[src/rtl/mat_mult_seq.sv]
// -----------------------------------------------------------------------------
// mat_mult_seq
// Sequencing controller for a 5x5 signed 8-bit matrix multiply, C = A x B.
// On start it snapshots A and B. It then walks the 25 result positions in
// row-major order. For each position it presents one row of A and one column
// of B to an external combinational inner-product unit, and writes the 8-bit
// result returned by that unit into C one cycle later. A sticky overflow flag
// is accumulated across the whole operation. Completion is a one-cycle done
// pulse.
//
// Ports
//   clk        system clock, rising edge
//   rst        synchronous reset, active low
//   start      request a multiply; sampled only while idle
//   mat_a      matrix A, element (r,c) at [8*(5r+c) +: 8], two's complement
//   mat_b      matrix B, same packing as mat_a
//   lin_out    row i of A;    slot k at [8k +: 8] = A(i,k)
//   col_out    column j of B; slot k at [8k +: 8] = B(k,j)
//   ip_result  inner product of the current lin_out/col_out
//   ip_ovf     overflow flag of the current inner product
//   mat_c      result matrix, same packing as mat_a
//   busy       high while an operation is in progress
//   done       one-cycle pulse when mat_c is complete
//   ovf        sticky OR of ip_ovf over the current operation
// -----------------------------------------------------------------------------
module mat_mult_seq #(
  parameter int DIM = 5,  // only 5 is supported (40-bit vector interface)
  parameter int W   = 8   // only 8 is supported
) (
  input  logic                 clk,
  input  logic                 rst,
  input  logic                 start,
  input  logic [DIM*DIM*W-1:0] mat_a,
  input  logic [DIM*DIM*W-1:0] mat_b,
  output logic [DIM*W-1:0]     lin_out,
  output logic [DIM*W-1:0]     col_out,
  input  logic [W-1:0]         ip_result,
  input  logic                 ip_ovf,
  output logic [DIM*DIM*W-1:0] mat_c,
  output logic                 busy,
  output logic                 done,
  output logic                 ovf
);

  localparam int MW = DIM * DIM * W;
  localparam int VW = DIM * W;
  localparam int IW = $clog2(DIM);
  localparam int NW = $clog2(DIM * DIM);
  localparam logic [IW-1:0] LAST_RC = IW'(DIM - 1);

  typedef enum logic [1:0] {
    S_IDLE  = 2'd0,
    S_RUN   = 2'd1,
    S_DRAIN = 2'd2
  } state_e;

  state_e         state_q, state_d;
  logic [MW-1:0]  a_q, a_d;          // snapshot of mat_a
  logic [MW-1:0]  b_q, b_d;          // snapshot of mat_b
  logic [MW-1:0]  c_q, c_d;          // result matrix
  logic [VW-1:0]  lin_q, lin_d;
  logic [VW-1:0]  col_q, col_d;
  logic [IW-1:0]  iss_row_q, iss_row_d;  // issue position (i,j)
  logic [IW-1:0]  iss_col_q, iss_col_d;
  logic [NW-1:0]  wb_idx_q, wb_idx_d;    // writeback position, 0..24
  logic           busy_q, busy_d;
  logic           done_q, done_d;
  logic           ovf_q, ovf_d;

  logic last_issue;
  logic wb_fire;

  assign last_issue = (iss_row_q == LAST_RC) && (iss_col_q == LAST_RC);

  // Writeback trails issue by one cycle: the first RUN cycle (issue position
  // still at (0,0)) has nothing to write yet, and DRAIN writes the last one.
  assign wb_fire = (state_q == S_DRAIN) ||
                   ((state_q == S_RUN) && ((iss_row_q != '0) || (iss_col_q != '0)));

  // ---------------------------------------------------------------------------
  // FSM state register
  // ---------------------------------------------------------------------------
  always_ff @(posedge clk) begin
    // NOTE: sequential blocks use non-blocking assignments only, so every
    // register samples the pre-edge value of every other register.
    if (!rst) state_q <= S_IDLE;
    else      state_q <= state_d;
  end

  // ---------------------------------------------------------------------------
  // FSM next-state logic
  // ---------------------------------------------------------------------------
  always_comb begin
    state_d = state_q;
    unique case (state_q)
      S_IDLE:  if (start)      state_d = S_RUN;
      S_RUN:   if (last_issue) state_d = S_DRAIN;
      S_DRAIN:                 state_d = S_IDLE;
      default:                 state_d = S_IDLE;
    endcase
  end

  // ---------------------------------------------------------------------------
  // FSM output / datapath next-state logic
  // ---------------------------------------------------------------------------
  always_comb begin
    // NOTE: every *_d gets its hold value first, so no path through this
    // block leaves a variable unassigned and no latch is inferred.
    a_d       = a_q;
    b_d       = b_q;
    c_d       = c_q;
    lin_d     = lin_q;
    col_d     = col_q;
    iss_row_d = iss_row_q;
    iss_col_d = iss_col_q;
    wb_idx_d  = wb_idx_q;
    busy_d    = busy_q;
    done_d    = 1'b0;
    ovf_d     = ovf_q;

    unique case (state_q)
      S_IDLE: begin
        if (start) begin
          a_d       = mat_a;
          b_d       = mat_b;
          c_d       = '0;
          ovf_d     = 1'b0;
          iss_row_d = '0;
          iss_col_d = '0;
          wb_idx_d  = '0;
          busy_d    = 1'b1;
        end
      end

      S_RUN: begin
        for (int k = 0; k < DIM; k++) begin
          lin_d[k*W +: W] = a_q[(int'(iss_row_q) * DIM + k) * W +: W];
          col_d[k*W +: W] = b_q[(k * DIM + int'(iss_col_q)) * W +: W];
        end
        // The issue position parks on (4,4) once the last pair is out.
        if (!last_issue) begin
          if (iss_col_q == LAST_RC) begin
            iss_col_d = '0;
            iss_row_d = iss_row_q + 1'b1;
          end else begin
            iss_col_d = iss_col_q + 1'b1;
          end
        end
      end

      S_DRAIN: begin
        busy_d = 1'b0;
        done_d = 1'b1;
      end

      default: ;
    endcase

    // The inner-product unit is combinational on lin_q/col_q, so ip_result
    // belongs to the position issued on the previous edge.
    if (wb_fire) begin
      c_d[int'(wb_idx_q) * W +: W] = ip_result;
      ovf_d = ovf_q | ip_ovf;
      // DRAIN writes position 24; the counter stays there.
      if (state_q == S_RUN) wb_idx_d = wb_idx_q + 1'b1;
    end
  end

  // ---------------------------------------------------------------------------
  // Datapath registers
  // ---------------------------------------------------------------------------
  always_ff @(posedge clk) begin
    if (!rst) begin
      // NOTE: the operand snapshots are plain flops, not a RAM, so clearing
      // them on reset is cheap and keeps lin_out/col_out deterministic.
      a_q       <= '0;
      b_q       <= '0;
      c_q       <= '0;
      lin_q     <= '0;
      col_q     <= '0;
      iss_row_q <= '0;
      iss_col_q <= '0;
      wb_idx_q  <= '0;
      busy_q    <= 1'b0;
      done_q    <= 1'b0;
      ovf_q     <= 1'b0;
    end else begin
      a_q       <= a_d;
      b_q       <= b_d;
      c_q       <= c_d;
      lin_q     <= lin_d;
      col_q     <= col_d;
      iss_row_q <= iss_row_d;
      iss_col_q <= iss_col_d;
      wb_idx_q  <= wb_idx_d;
      busy_q    <= busy_d;
      done_q    <= done_d;
      ovf_q     <= ovf_d;
    end
  end

  assign lin_out = lin_q;
  assign col_out = col_q;
  assign mat_c   = c_q;
  assign busy    = busy_q;
  assign done    = done_q;
  assign ovf     = ovf_q;

endmodule

[config.mk]
export PLATFORM = sky130hd
export DESIGN_NAME = mat_mult_seq
export DESIGN_NICKNAME = d
export VERILOG_FILES = /design/src/rtl/mat_mult_seq.sv
export SDC_FILE = /design/constraint.sdc
export NUM_CORES = 2
export LEC_CHECK = 0
export CAP_MARGIN = 5
export CORE_MARGIN = 3
export CORE_UTILIZATION = 28
export CTS_CLUSTER_DIAMETER = 200
export DETAILED_ROUTE_END_ITERATION = 8
export HOLD_SLACK_MARGIN = 0.06
export SYNTH_ARGS = -nofsm -noshare
export SYNTH_HDL_FRONTEND = slang
export SYNTH_SLANG_ARGS = --single-unit
[constraint.sdc]
create_clock -name clk -period 2.79 [get_ports clk]
set_input_delay 0.6975 -clock clk [delete_from_list [all_inputs] [get_ports clk]]
set_output_delay 0.6975 -clock clk [all_outputs]
set_load 0.05 [all_outputs]
Word-level counts from Yosys, hierarchy flattened
Cells that the tools add are included.
- register bits: 696
- input port bits: 412
- output and inout port bits: 283
- add/subtract/negate cells: 12
- multiply operators: 1
- equality and inequality tests: 8
- shift-type cells: 12
- multiplexer cells: 24
- bitwise gates (word level): 1
- reduce and logical (&&, ||, !) cells: 17
- operators by type and width (kind ; count):
    indexed part select 200 x 32 -> 8 bit ; 4
    two-way mux 200 bit ; 3
    indexed part select 200 x 9 -> 8 bit ; 2
    bitwise mux 200 bit ; 1
    variable shift 8 x 33 -> 200 bit, first input constant ; 1
    indexed part select 200 x 10 -> 8 bit ; 1
    indexed part select 200 x 11 -> 8 bit ; 1
    indexed part select 200 x 7 -> 8 bit ; 1
    indexed part select 200 x 8 -> 8 bit ; 1
    indexed part select 8 x 33 -> 200 bit ; 1
    adder 29 x 3 -> 29 bit, second input constant ; 2
    negation 8 -> 33 bit ; 1
    adder 29 x 2 -> 29 bit, second input constant ; 1
    two-way mux 5 bit ; 4
    two-way mux 3 bit ; 5
    one-hot mux 3 bit (2 select lines) ; 2
    adder 4 x 3 -> 5 bit, first input constant ; 2
    inequality test 2 bit, second input constant ; 4
    AND reduction 2 bit ; 4
    nonzero test 2 bit ; 4
    adder 6 x 3 -> 7 bit, second input constant ; 1
    adder 3 x 1 -> 3 bit, second input constant ; 2
    adder 5 x 3 -> 6 bit, first input constant ; 1
    == test 3 bit, second input constant ; 2
    16 further kinds ; 24

Depth between registers and ports, before layout
- depth in word-level cells: 6
- mapped depth: 14
- depth with buffers taken out: 9

Worst setup path before layout
No wires, ideal clock.
- kind: reg2reg
- start point: reg iss_row_q[0]
- end point: reg lin_q[24], in the netlist lin_out[24]
- library setup time: 0.122 ns
- data arrival time: 2.940 ns
- required time: 2.668 ns
- setup slack: -0.272 ns
- stages on the path, launching flop included: 14
- path buffers: 6
- cells stage by stage: dfxtp_1 buf_4 inv_4 buf_6 buf_4 buf_2 ha_1 xnor2_1 buf_2 buf_2 mux4_2 mux2i_1 o221ai_1 a221o_1
- longest elaborated chain between the ends: 3
- RTL lines (element ; RTL line ; text):
    from (decl) ; 63 ; logic [IW-1:0] iss_row_q, iss_row_d;
    from (signal assigned) ; 193 ; iss_row_q <= iss_row_d;
    multiplier 3 x 3 -> 6 bit ; 137 ; lin_d[k*W +: W] = a_q[(int'(iss_row_q) * DIM + k) * W +: W];
    adder 29 x 3 -> 29 bit ; 137 ;
    indexed part select 200 x 32 -> 8 bit ; 137 ;
    to (signal assigned) ; 191 ; lin_q <= lin_d;
    to (decl) ; 61 ; logic [VW-1:0] lin_q, lin_d;
No other way between the ends.
A chain may end at the register's enable or synchronous reset.

Worst setup path in the final report
- start point: reg lin_q[19], in the netlist lin_out[19]
- end point: out lin_out[19]
- RTL lines (element ; RTL line ; text):
    to (decl) ; 35 ; output logic [DIM*W-1:0] lin_out,
No word-level cell between the ends.

==> results.toml <==
[global_routing]
met2_usage_pct = 35.46
grt_util_met1_pct = 30.24
grt_usage_pct = 22.67
use_met3_pct = 6.230
grt.busiest_layer = "met2"
grt-ovfl-total = 0
grt_pass1_wl_um = 202500
grt_max_degree = 151
grt_pass1_vias = 28987
antenna_found_initial = 21

[detailed_routing]
wl_per_cell_um = 24.36
routed_wl_um = 142100
ant_nets = 0
dr.pass1.iters = 7
drt_iter0_drc = 2867
avgViaCountPerCell = 5.149
drc_errors = 0
vias = 30028

[synth]
ys_warn_count = 0
synth_top_area_share_pct = 43.19
synth.most_common_cell = "nand2_1"
synthCells = 3542
ys_ff_latch = 696
synth_flop_cell = "dfxtp_1"
synth_edf_count = 0
netlist_top_cells_count = "nand2_1 (1183), dfxtp_1 (696), a21oi_1 (436), mux2i_1 (274), clkbuf_1 (202)"
synthTopCellsByArea = "dfxtp_1 (43%), mux4_2 (14%), nand2_1 (14%), mux2i_1 (8.5%), a21oi_1 (6.8%)"
synth.distinct_cells = 73
synth_seq_area_share_pct = 43.19
synth_nets = 3967
syn_area_sq_um = 32260
postSynthAreaPerCell_sq_um = 9.107
synth-async-reset-ratio_pct = 0
yosys.area.top_type = "dfxtp_1"

[sta]
timing.hold.ws_ns = 0.4520
finalCritPeriodShare_pct = 99.21
period_needed_ns = 2.768
tns_ns = 0
finClkSkew_ns = 0.03558
rsz0062_at_grt = "true"
slew_headroom_pct = 37.09
slew_viol_final = 0
worst_slew_pin_slew_ns = 0.9437
fmax_ghz = 0.3613
finalHoldViolations = 0
setup_viol = 0

[setup_path]
end_kind = "output port"
cp_slowest_cell = "clkdlybuf4s50_1"
worstPathRequired_ns = 2.09
cp.depth = 1
path_delay_family = "buffers and inverters"
critPathKind = "flip-flop to output port"
cp_slowest_stage_delay_ns = 0.89
critPathLaunchType = "flip-flop"
r2r_start = "iss_row_q[0]"
path_buf_inv = 1
r2r_cells = 10
path_cells = "clkdlybuf4s50_1"
cp-startpoint = "lin_out[19]"
worstPathArrival_ns = 2.07
critPathMaxFanout = 2

[placement]
place_hpwl_um = 108200
placed_area_sq_um = 42080
gp_congestion = 0.9715
io_buffer_count = 694

[clocking]
cts_sinks = 696
clockBufferDepth = 3
clock_latency_ns = 0.66
cts_buffers = 81
cts_tree = "done"
holdBufCountCts = 0
root_buffer = "clkbuf_16"
clk_pin_slew_worst_paths_ns = 0.06
htreeDepth = 3

[final_layout]
drive_gt1_share_pct = 14.51
ff_latch_area_sq_um = 13950
multi_input_area_sq_um = 17320
utilization_pct = 39.83
final_nets = 4681
final_cell_area_sq_um = 45180
num-fill-cells = 11303
synthToLayoutAreaGrowth_pct = 40.05

[worst_hold_path]
whs_path_depth = 2
hold_path.class = "flip-flop to flip-flop"
hold_start = "b_q[189]"

[die]
dieArea_sq_um = 119300
fp.dieW_um = 345.4
io_pins = 695
die_h_um = 345.4
rows = 123
initial_core_util_pct = 28.44
core-area_sq_um = 113400

[run]
drv_cap = 0

[power]
peakVddDrop_mv = 0.4140
p_leak_nw = 15.84
p_per_area_nw_per_um2 = 579.4

[outcome]
outcome = "finished clean"
==> per-layer routing <==
metal  share of wire [%]  wire (um)  vias up
met1                  43      60890    14654
met3                 8.9      12630      230
met5               0.064         91        -
met4                 3.4       4811       14
met2                  45      63670     1271
li1                    -          -    13859
==> through the flow <==
step / cells / worst slack, ns / power [W]
final: 5832 / 0.02214 / 0.02618
after global routing: 5824 / -0.02593 / 0.02709
after CTS: 5807 / 0.0003744 / 0.02635
after detailed placement: 5660 / -0.1228 / 0.01524
after global placement: 5660 / -0.1134 / 0.01522
after floorplan: 3542 / 0.02221 / 0.01315
==> sequential cells by signal, summed over array words and instances, names as in the netlist <==
name       flops
iss_col_q      3
iss_row_q      3
wb_idx_q       5
a_q          200
ovf            1
b_q          200
col_out       40
mat_c        200
state_q        2
lin_out       40
busy           1
done           1
==> repair_timing <==
| action | in CTS | in global routing |
|---|---|---|
| setup buffers | 0 | 11 |
| pin swaps | 0 | 6 |
| gates cloned | 0 | 2 |
| gates resized for setup | 10 | 19 |
| endpoints found under the setup margin | 9 | 40 |
==> report_power, final <==
group          switching, W  internal, W
clock network       0.00455      0.00650
registers          0.000544       0.0104
logic               0.00228      0.00192
==> tightest hold or removal path, stage by stage, from the launching register on <==
cell	delay, ns
dfxtp_1	0.30
nand2_1	0.05
a21oi_1	0.05
==> placed cells by master, fill, tap and decap left out, drive strengths merged, types with 8 or more instances in the layout <==
cell type	synthesis	layout
a311oi	25	25
buf	74	216
ha	13	13
clkdlybuf4s50	0	688
a211oi	8	8
clkbuf	202	111
a21oi	437	437
xnor2	12	12
a22oi	8	8
inv	9	18
nand3	58	58
nand2	1183	1183
clkinv	2	19
dfxtp	696	696
mux4	202	202
nor3	34	34
nor2	119	119
diode	0	12
a221oi	46	46
nand2b	10	10
nor2b	8	8
xor2	10	10
mux2i	274	274
o21ai	20	20
==> worst paths after layout <==
| path | to | slack (ns) |
|---|---|---|
| worst min register to register | b_q[189] | 0.45 |
| worst max-delay path | lin_out[19] | 0.02 |
| worst max register to register | lin_out[8] | 0.06 |
| worst min-delay path | b_q[189] | 0.45 |
==> cells by family after synthesis <==
group | synth area share [%]
adder cells (fa/ha/maj) | 0.5042
AND/OR/NAND/NOR | 18.38
multiplexers | 22.65
flip-flops | 43.19
AO/OA/AOI/OAI | 10.85
XOR/XNOR | 0.7020
buffers and inverters | 3.712
==> final cells by class <==
type,count,share of cell area (%)
Inverter,11,0.1163
Antenna cell,12,0.06647
Tap cell,1500,4.154
Clock buffer,109,5.099
Sequential cell,696,30.87
Timing Repair Buffer,907,20.36
Multi-Input combinational cell,2559,38.34
Clock inverter,38,0.9942
(Power assumes the default switching activity.)
